File: src/rtl/approx_mul_err_monitor.sv
// approx_mul_err_monitor
// Characterisation stage for signed approximate multipliers. Each accepted
// (x, y, p_apx) sample is multiplied exactly by a radix-2 shift-add unit.
// The block then forms the error distance p_apx - p_exact and accumulates
// saturating statistics over all processed samples.
module approx_mul_err_monitor #(
    parameter int WIDTH = 16,
    parameter int ACC_W = 48,
    parameter int CNT_W = 32
) (
    input  logic                 clk,
    input  logic                 rst_n,
    input  logic                 in_valid,
    output logic                 in_ready,
    input  logic [WIDTH-1:0]     x,
    input  logic [WIDTH-1:0]     y,
    input  logic [2*WIDTH-1:0]   p_apx,
    input  logic                 clear,
    output logic                 busy,
    output logic                 res_valid,
    output logic [2*WIDTH-1:0]   p_exact,
    output logic [2*WIDTH:0]     ed_out,
    output logic [CNT_W-1:0]     sample_cnt,
    output logic [CNT_W-1:0]     err_cnt,
    output logic [ACC_W-1:0]     sum_abs_err,
    output logic [2*WIDTH-1:0]   max_abs_err
);

    localparam int PW = 2 * WIDTH;
    localparam int CW = (WIDTH > 1) ? $clog2(WIDTH) : 1;

    localparam logic [WIDTH-1:0] ONE_W   = {{(WIDTH-1){1'b0}}, 1'b1};
    localparam logic [PW-1:0]    ONE_P   = {{(PW-1){1'b0}}, 1'b1};
    localparam logic [PW:0]      ZERO_E  = {(PW+1){1'b0}};
    localparam logic [CW-1:0]    ONE_C   = {{(CW-1){1'b0}}, 1'b1};
    localparam logic [CW-1:0]    LAST_C  = CW'(WIDTH - 1);
    localparam logic [CNT_W-1:0] ONE_CNT = {{(CNT_W-1){1'b0}}, 1'b1};
    localparam logic [CNT_W-1:0] MAX_CNT = {CNT_W{1'b1}};
    localparam logic [ACC_W-1:0] MAX_ACC = {ACC_W{1'b1}};

    typedef enum logic [1:0] {
        S_IDLE = 2'd0,
        S_MUL  = 2'd1,
        S_DIFF = 2'd2,
        S_UPD  = 2'd3
    } state_t;

    state_t             state_r;
    state_t             state_nxt_s;
    logic               accept_s;
    logic               in_ready_r;
    logic               busy_r;
    logic               res_valid_r;

    logic               sign_r;
    logic [PW-1:0]      mcand_r;
    logic [WIDTH-1:0]   mplier_r;
    logic [PW-1:0]      prod_r;
    logic [CW-1:0]      cnt_r;
    logic [PW-1:0]      p_apx_r;

    logic [PW-1:0]      p_exact_r;
    logic [PW:0]        ed_r;
    logic [PW-1:0]      abs_err_r;

    logic [CNT_W-1:0]   sample_cnt_r;
    logic [CNT_W-1:0]   err_cnt_r;
    logic [ACC_W-1:0]   sum_abs_err_r;
    logic [PW-1:0]      max_abs_err_r;

    logic [WIDTH-1:0]   abs_x_s;
    logic [WIDTH-1:0]   abs_y_s;
    logic [PW-1:0]      p_exact_s;
    logic [PW:0]        ed_s;
    logic [PW-1:0]      abs_err_s;
    logic [ACC_W:0]     sum_ext_s;

    assign accept_s = in_valid && (state_r == S_IDLE);

    // Next-state decode of the IDLE -> MUL -> DIFF -> UPD sequence.
    always_comb begin
        state_nxt_s = state_r;
        case (state_r)
            S_IDLE: begin
                if (accept_s) state_nxt_s = S_MUL;
                else          state_nxt_s = S_IDLE;
            end
            S_MUL: begin
                if (cnt_r == LAST_C) state_nxt_s = S_DIFF;
                else                 state_nxt_s = S_MUL;
            end
            S_DIFF:  state_nxt_s = S_UPD;
            S_UPD:   state_nxt_s = S_IDLE;
            default: state_nxt_s = S_IDLE;
        endcase
    end

    // State register plus registered handshake/status flags derived from next state.
    always_ff @(posedge clk) begin
        if (!rst_n) begin
            state_r     <= S_IDLE;
            in_ready_r  <= 1'b1;
            busy_r      <= 1'b0;
            res_valid_r <= 1'b0;
        end else begin
            state_r     <= state_nxt_s;
            in_ready_r  <= (state_nxt_s == S_IDLE);
            busy_r      <= (state_nxt_s != S_IDLE);
            res_valid_r <= (state_r == S_UPD);
        end
    end

    // Operand magnitudes, signed exact product, error distance and its magnitude.
    always_comb begin
        abs_x_s   = x[WIDTH-1] ? (~x + ONE_W) : x;
        abs_y_s   = y[WIDTH-1] ? (~y + ONE_W) : y;
        p_exact_s = sign_r ? (~prod_r + ONE_P) : prod_r;
        ed_s      = {p_apx_r[PW-1], p_apx_r} - {p_exact_s[PW-1], p_exact_s};
        // |ed| never exceeds 3*2^(PW-2), so the low PW bits of the negation suffice.
        abs_err_s = ed_s[PW] ? (~ed_s[PW-1:0] + ONE_P) : ed_s[PW-1:0];
        sum_ext_s = (ACC_W+1)'(sum_abs_err_r) + (ACC_W+1)'(abs_err_r);
    end

    // Operand capture, shift-add multiply and error-distance registers.
    always_ff @(posedge clk) begin
        if (!rst_n) begin
            sign_r    <= 1'b0;
            mcand_r   <= {PW{1'b0}};
            mplier_r  <= {WIDTH{1'b0}};
            prod_r    <= {PW{1'b0}};
            cnt_r     <= {CW{1'b0}};
            p_apx_r   <= {PW{1'b0}};
            p_exact_r <= {PW{1'b0}};
            ed_r      <= ZERO_E;
            abs_err_r <= {PW{1'b0}};
        end else begin
            case (state_r)
                S_IDLE: begin
                    if (accept_s) begin
                        sign_r   <= x[WIDTH-1] ^ y[WIDTH-1];
                        mcand_r  <= {{WIDTH{1'b0}}, abs_x_s};
                        mplier_r <= abs_y_s;
                        prod_r   <= {PW{1'b0}};
                        cnt_r    <= {CW{1'b0}};
                        p_apx_r  <= p_apx;
                    end
                end
                S_MUL: begin
                    if (mplier_r[0]) prod_r <= prod_r + mcand_r;
                    mcand_r  <= mcand_r << 1;
                    mplier_r <= mplier_r >> 1;
                    cnt_r    <= cnt_r + ONE_C;
                end
                S_DIFF: begin
                    p_exact_r <= p_exact_s;
                    ed_r      <= ed_s;
                    abs_err_r <= abs_err_s;
                end
                default: begin
                end
            endcase
        end
    end

    // Saturating statistics; clear takes priority over the UPD-cycle update.
    always_ff @(posedge clk) begin
        if (!rst_n || clear) begin
            sample_cnt_r  <= {CNT_W{1'b0}};
            err_cnt_r     <= {CNT_W{1'b0}};
            sum_abs_err_r <= {ACC_W{1'b0}};
            max_abs_err_r <= {PW{1'b0}};
        end else if (state_r == S_UPD) begin
            if (sample_cnt_r != MAX_CNT) sample_cnt_r <= sample_cnt_r + ONE_CNT;
            if ((ed_r != ZERO_E) && (err_cnt_r != MAX_CNT)) err_cnt_r <= err_cnt_r + ONE_CNT;
            sum_abs_err_r <= sum_ext_s[ACC_W] ? MAX_ACC : sum_ext_s[ACC_W-1:0];
            if (abs_err_r > max_abs_err_r) max_abs_err_r <= abs_err_r;
        end
    end

    assign in_ready    = in_ready_r;
    assign busy        = busy_r;
    assign res_valid   = res_valid_r;
    assign p_exact     = p_exact_r;
    assign ed_out      = ed_r;
    assign sample_cnt  = sample_cnt_r;
    assign err_cnt     = err_cnt_r;
    assign sum_abs_err = sum_abs_err_r;
    assign max_abs_err = max_abs_err_r;

endmodule
File: config.mk
export PLATFORM = sky130hd
export DESIGN_NAME = approx_mul_err_monitor
export DESIGN_NICKNAME = d
export VERILOG_FILES = /design/src/rtl/approx_mul_err_monitor.sv
export SDC_FILE = /design/constraint.sdc
export NUM_CORES = 1
export LEC_CHECK = 0
export CAP_MARGIN = 20
export CORE_MARGIN = 1
export CORE_UTILIZATION = 40
export CTS_CLUSTER_DIAMETER = 50
export DETAILED_ROUTE_END_ITERATION = 12
export PLACE_DENSITY = 0.71
export SYNTH_ARGS = -nofsm -noshare
export SYNTH_HDL_FRONTEND = slang
export SYNTH_SLANG_ARGS = --single-unit
export TNS_END_PERCENT = 100
File: constraint.sdc
create_clock -name clk -period 14.7 [get_ports clk]
set_input_delay 2.94 -clock clk [delete_from_list [all_inputs] [get_ports clk]]
set_output_delay 2.94 -clock clk [all_outputs]
set_load 0.02 [all_outputs]
==> run metrics <==
biggest area consumer among synthesized cells=dfxtp_1; fmax=174.6 MHz; residual overflow from global routing=0; Multi-input gate area=0.01354 mm2; P&R area growth vs syn=22.70%; WL/cell=18.77 um; Post-synth top flop=dfxtp_1; vias in the first global route=19170; layout cells sized above 1=0.05928; final count of hold timing violations=0; later-pin clock latency in the skew report=0.59 ns; FFs w/ async S/R, synth=0; TritonCTS buffer count=46; fill cell count=4958; Netlist cell types=108; most common cell after layout, fill and taps aside=dfxtp_1; VDD IR max=74.55 uV; EDFF count, synth=0; chip height=234.4 um; num ports=280; ranking of synthesized cells by area=dfxtp_1 34%, ha_1 6.7%, nor2_1 5.7%; CP required=15.18 ns; nets@finish=2987; CP Max Fanout=12; commonest non-fill, non-tap cells in the layout=362 x dfxtp_1, 328 x nor2_1, 279 x clkdlybuf4s50_1; core footprint=0.05297 mm2; clk_skew=0.03070 ns; clock period minus worst slack=5.726 ns; Resize count post-CTS=0; Final Slew Violations=0; CTS tree=done; Seq/Total Area, Yosys=0.3355; outcome=finished clean; 1st-pass router iterations=8; HPWL Detailed=49940 um; total die area=0.05493 mm2; DRC viols=0; register area=0.007247 mm2; critical path endpoint category=register; RSZ-0062 raised after global routing=false; hold crit path type=register to register; worst setup margin=8.974 ns; drt initial violations=1599; first-pass GRT wire length=104200 um; synthesis-stage register bit count=362; Ys Warns=0; Yosys top cell area share=0.3355; Final Cycle Share=0.3896; DR vias=20380; H-tree level count=2; Rows=84; synthesized instance count=2591; Startpoint Class=register; Place WS=8.422 ns; final setup fails=0; WP data arrival=6.20 ns; syn_area_per_cell=8.336 um2; hold_buf cts=0; CTS Root Cell=clkbuf_16; Least-Margin Pin Slew=1.064 ns; ANT nets after route=0; GRT Util Overall=0.2360; hold slack=0.4605 ns; standby leakage power=10.30 nW; Crit Path Category=register to register; Worst-path clk slew=0.06 ns; setup TNS=0 ns; Via density=5.786; antenna violations before repair=0; overall die width=234.4 um; IO buf count=279; routability cong.=0.9467; Post-CTS Setup Bufs=0; Max clock buf depth=3; pwr/cell area=98.19 mW/mm2; relative slew slack=0.2722; Initial Util=0.4078; Syn Nets=2777; Sink Count=362; n_diodes=0; max cap viols=0; Total Wirelength=66090 um; Synth Cell Area=0.02160 mm2; pin count of the biggest net entering global routing=111
-- final timing paths --
path / slack (ns) / cells past startpoint / to / from
min reg2reg: 0.46 / 2 / p_exact[0] / p_exact[0]
max reg2reg: 8.97 / 18 / abs_err_r[31] / prod_r[2]
min: 0.46 / 2 / p_exact[0] / p_exact[0]
max: 8.97 / 18 / abs_err_r[31] / prod_r[2]
-- cell usage after synthesis (25+ instances only) --
cell      instances
dfxtp_1         362
nor2_1          329
nand2_1         212
a21oi_1         207
xnor2_1         116
ha_1            115
clkbuf_1        109
xor2_1          109
o21ai_0         108
inv_1            84
a211oi_1         67
nand3_1          66
a21o_1           51
mux2i_1          45
a22oi_1          42
and3_1           37
nand4_1          37
nor3_1           30
a222oi_1         27
a31oi_1          25
-- layer usage --
| metal | routed length (um) | global-route usage | part of all wire | vias up |
|---|---|---|---|---|
| li1 | - | - | - | 9843 |
| met1 | 28500 | 0.3017 | 0.43 | 9768 |
| met2 | 31370 | 0.4018 | 0.47 | 657 |
| met3 | 4128 | 0.03453 | 0.062 | 111 |
| met4 | 2098 | 0.08427 | 0.032 | 0 |
| met5 | 0 | 0 | 0 | - |
-- cells by family after synthesis --
logic type | synth area share
buffers and inverters | 0.03980
AND/OR/NAND/NOR | 0.1977
multiplexers | 0.02346
XOR/XNOR | 0.1030
flip-flops | 0.3355
AO/OA/AOI/OAI | 0.2288
adder cells (fa/ha/maj) | 0.07177
-- cell type report --
type                       count  share of cell area
inverter                      85             0.01223
sequential                   362              0.2735
timing repair buffer         298              0.1120
clock buffer                  61             0.04863
clock inverter                20             0.01048
multi-input combinational   2008              0.5107
tap                          688             0.03248
-- power by group --
group,internal (mW),total [mW],switching [mW]
Combinational,0.172,0.439,0.267
Clock,0.695,1.15,0.459
Sequential,0.994,1.01,0.0157
-- registers in the layout, indices dropped and copies added (netlist names), 32 cells and up --
register	cells
p_apx_r	32
prod_r	32
p_exact	32
err_cnt	32
ed_out	33
sum_abs_err	48
sample_cnt	32
max_abs_err	32
mcand_r	32
-- metrics by stage --
step / cells / utilization / cell area, um2 / total power [mW]
after floorplan: 2591 / - / 21600 / 1.352
after global placement: 3438 / 0.4697 / 24880 / 1.452
after global routing: 3522 / 0.5003 / 26500 / 2.705
final: 3522 / 0.5003 / 26500 / 2.602
after detailed placement: 3438 / 0.4697 / 24880 / 1.462
after CTS: 3519 / 0.4993 / 26450 / 2.617
-- worst max-delay path, stage by stage (launching register included) --
cell	delay, ns
dfxtp_1	0.47
nor3_2	0.63
nand2_2	0.35
o31ai_1	0.33
xor2_1	0.14
ha_1	0.26
and3_1	0.23
o21a_1	0.18
a2111oi_2	0.45
nand4b_1	0.17
o211ai_2	0.24
o31ai_4	0.14
a32oi_1	0.39
o21ai_1	0.19
xnor2_1	0.44
nor3b_4	0.38
a31oi_4	0.14
and3_1	0.19
o31a_1	0.29
No activity file was read; power rests on OpenSTA's default activity.
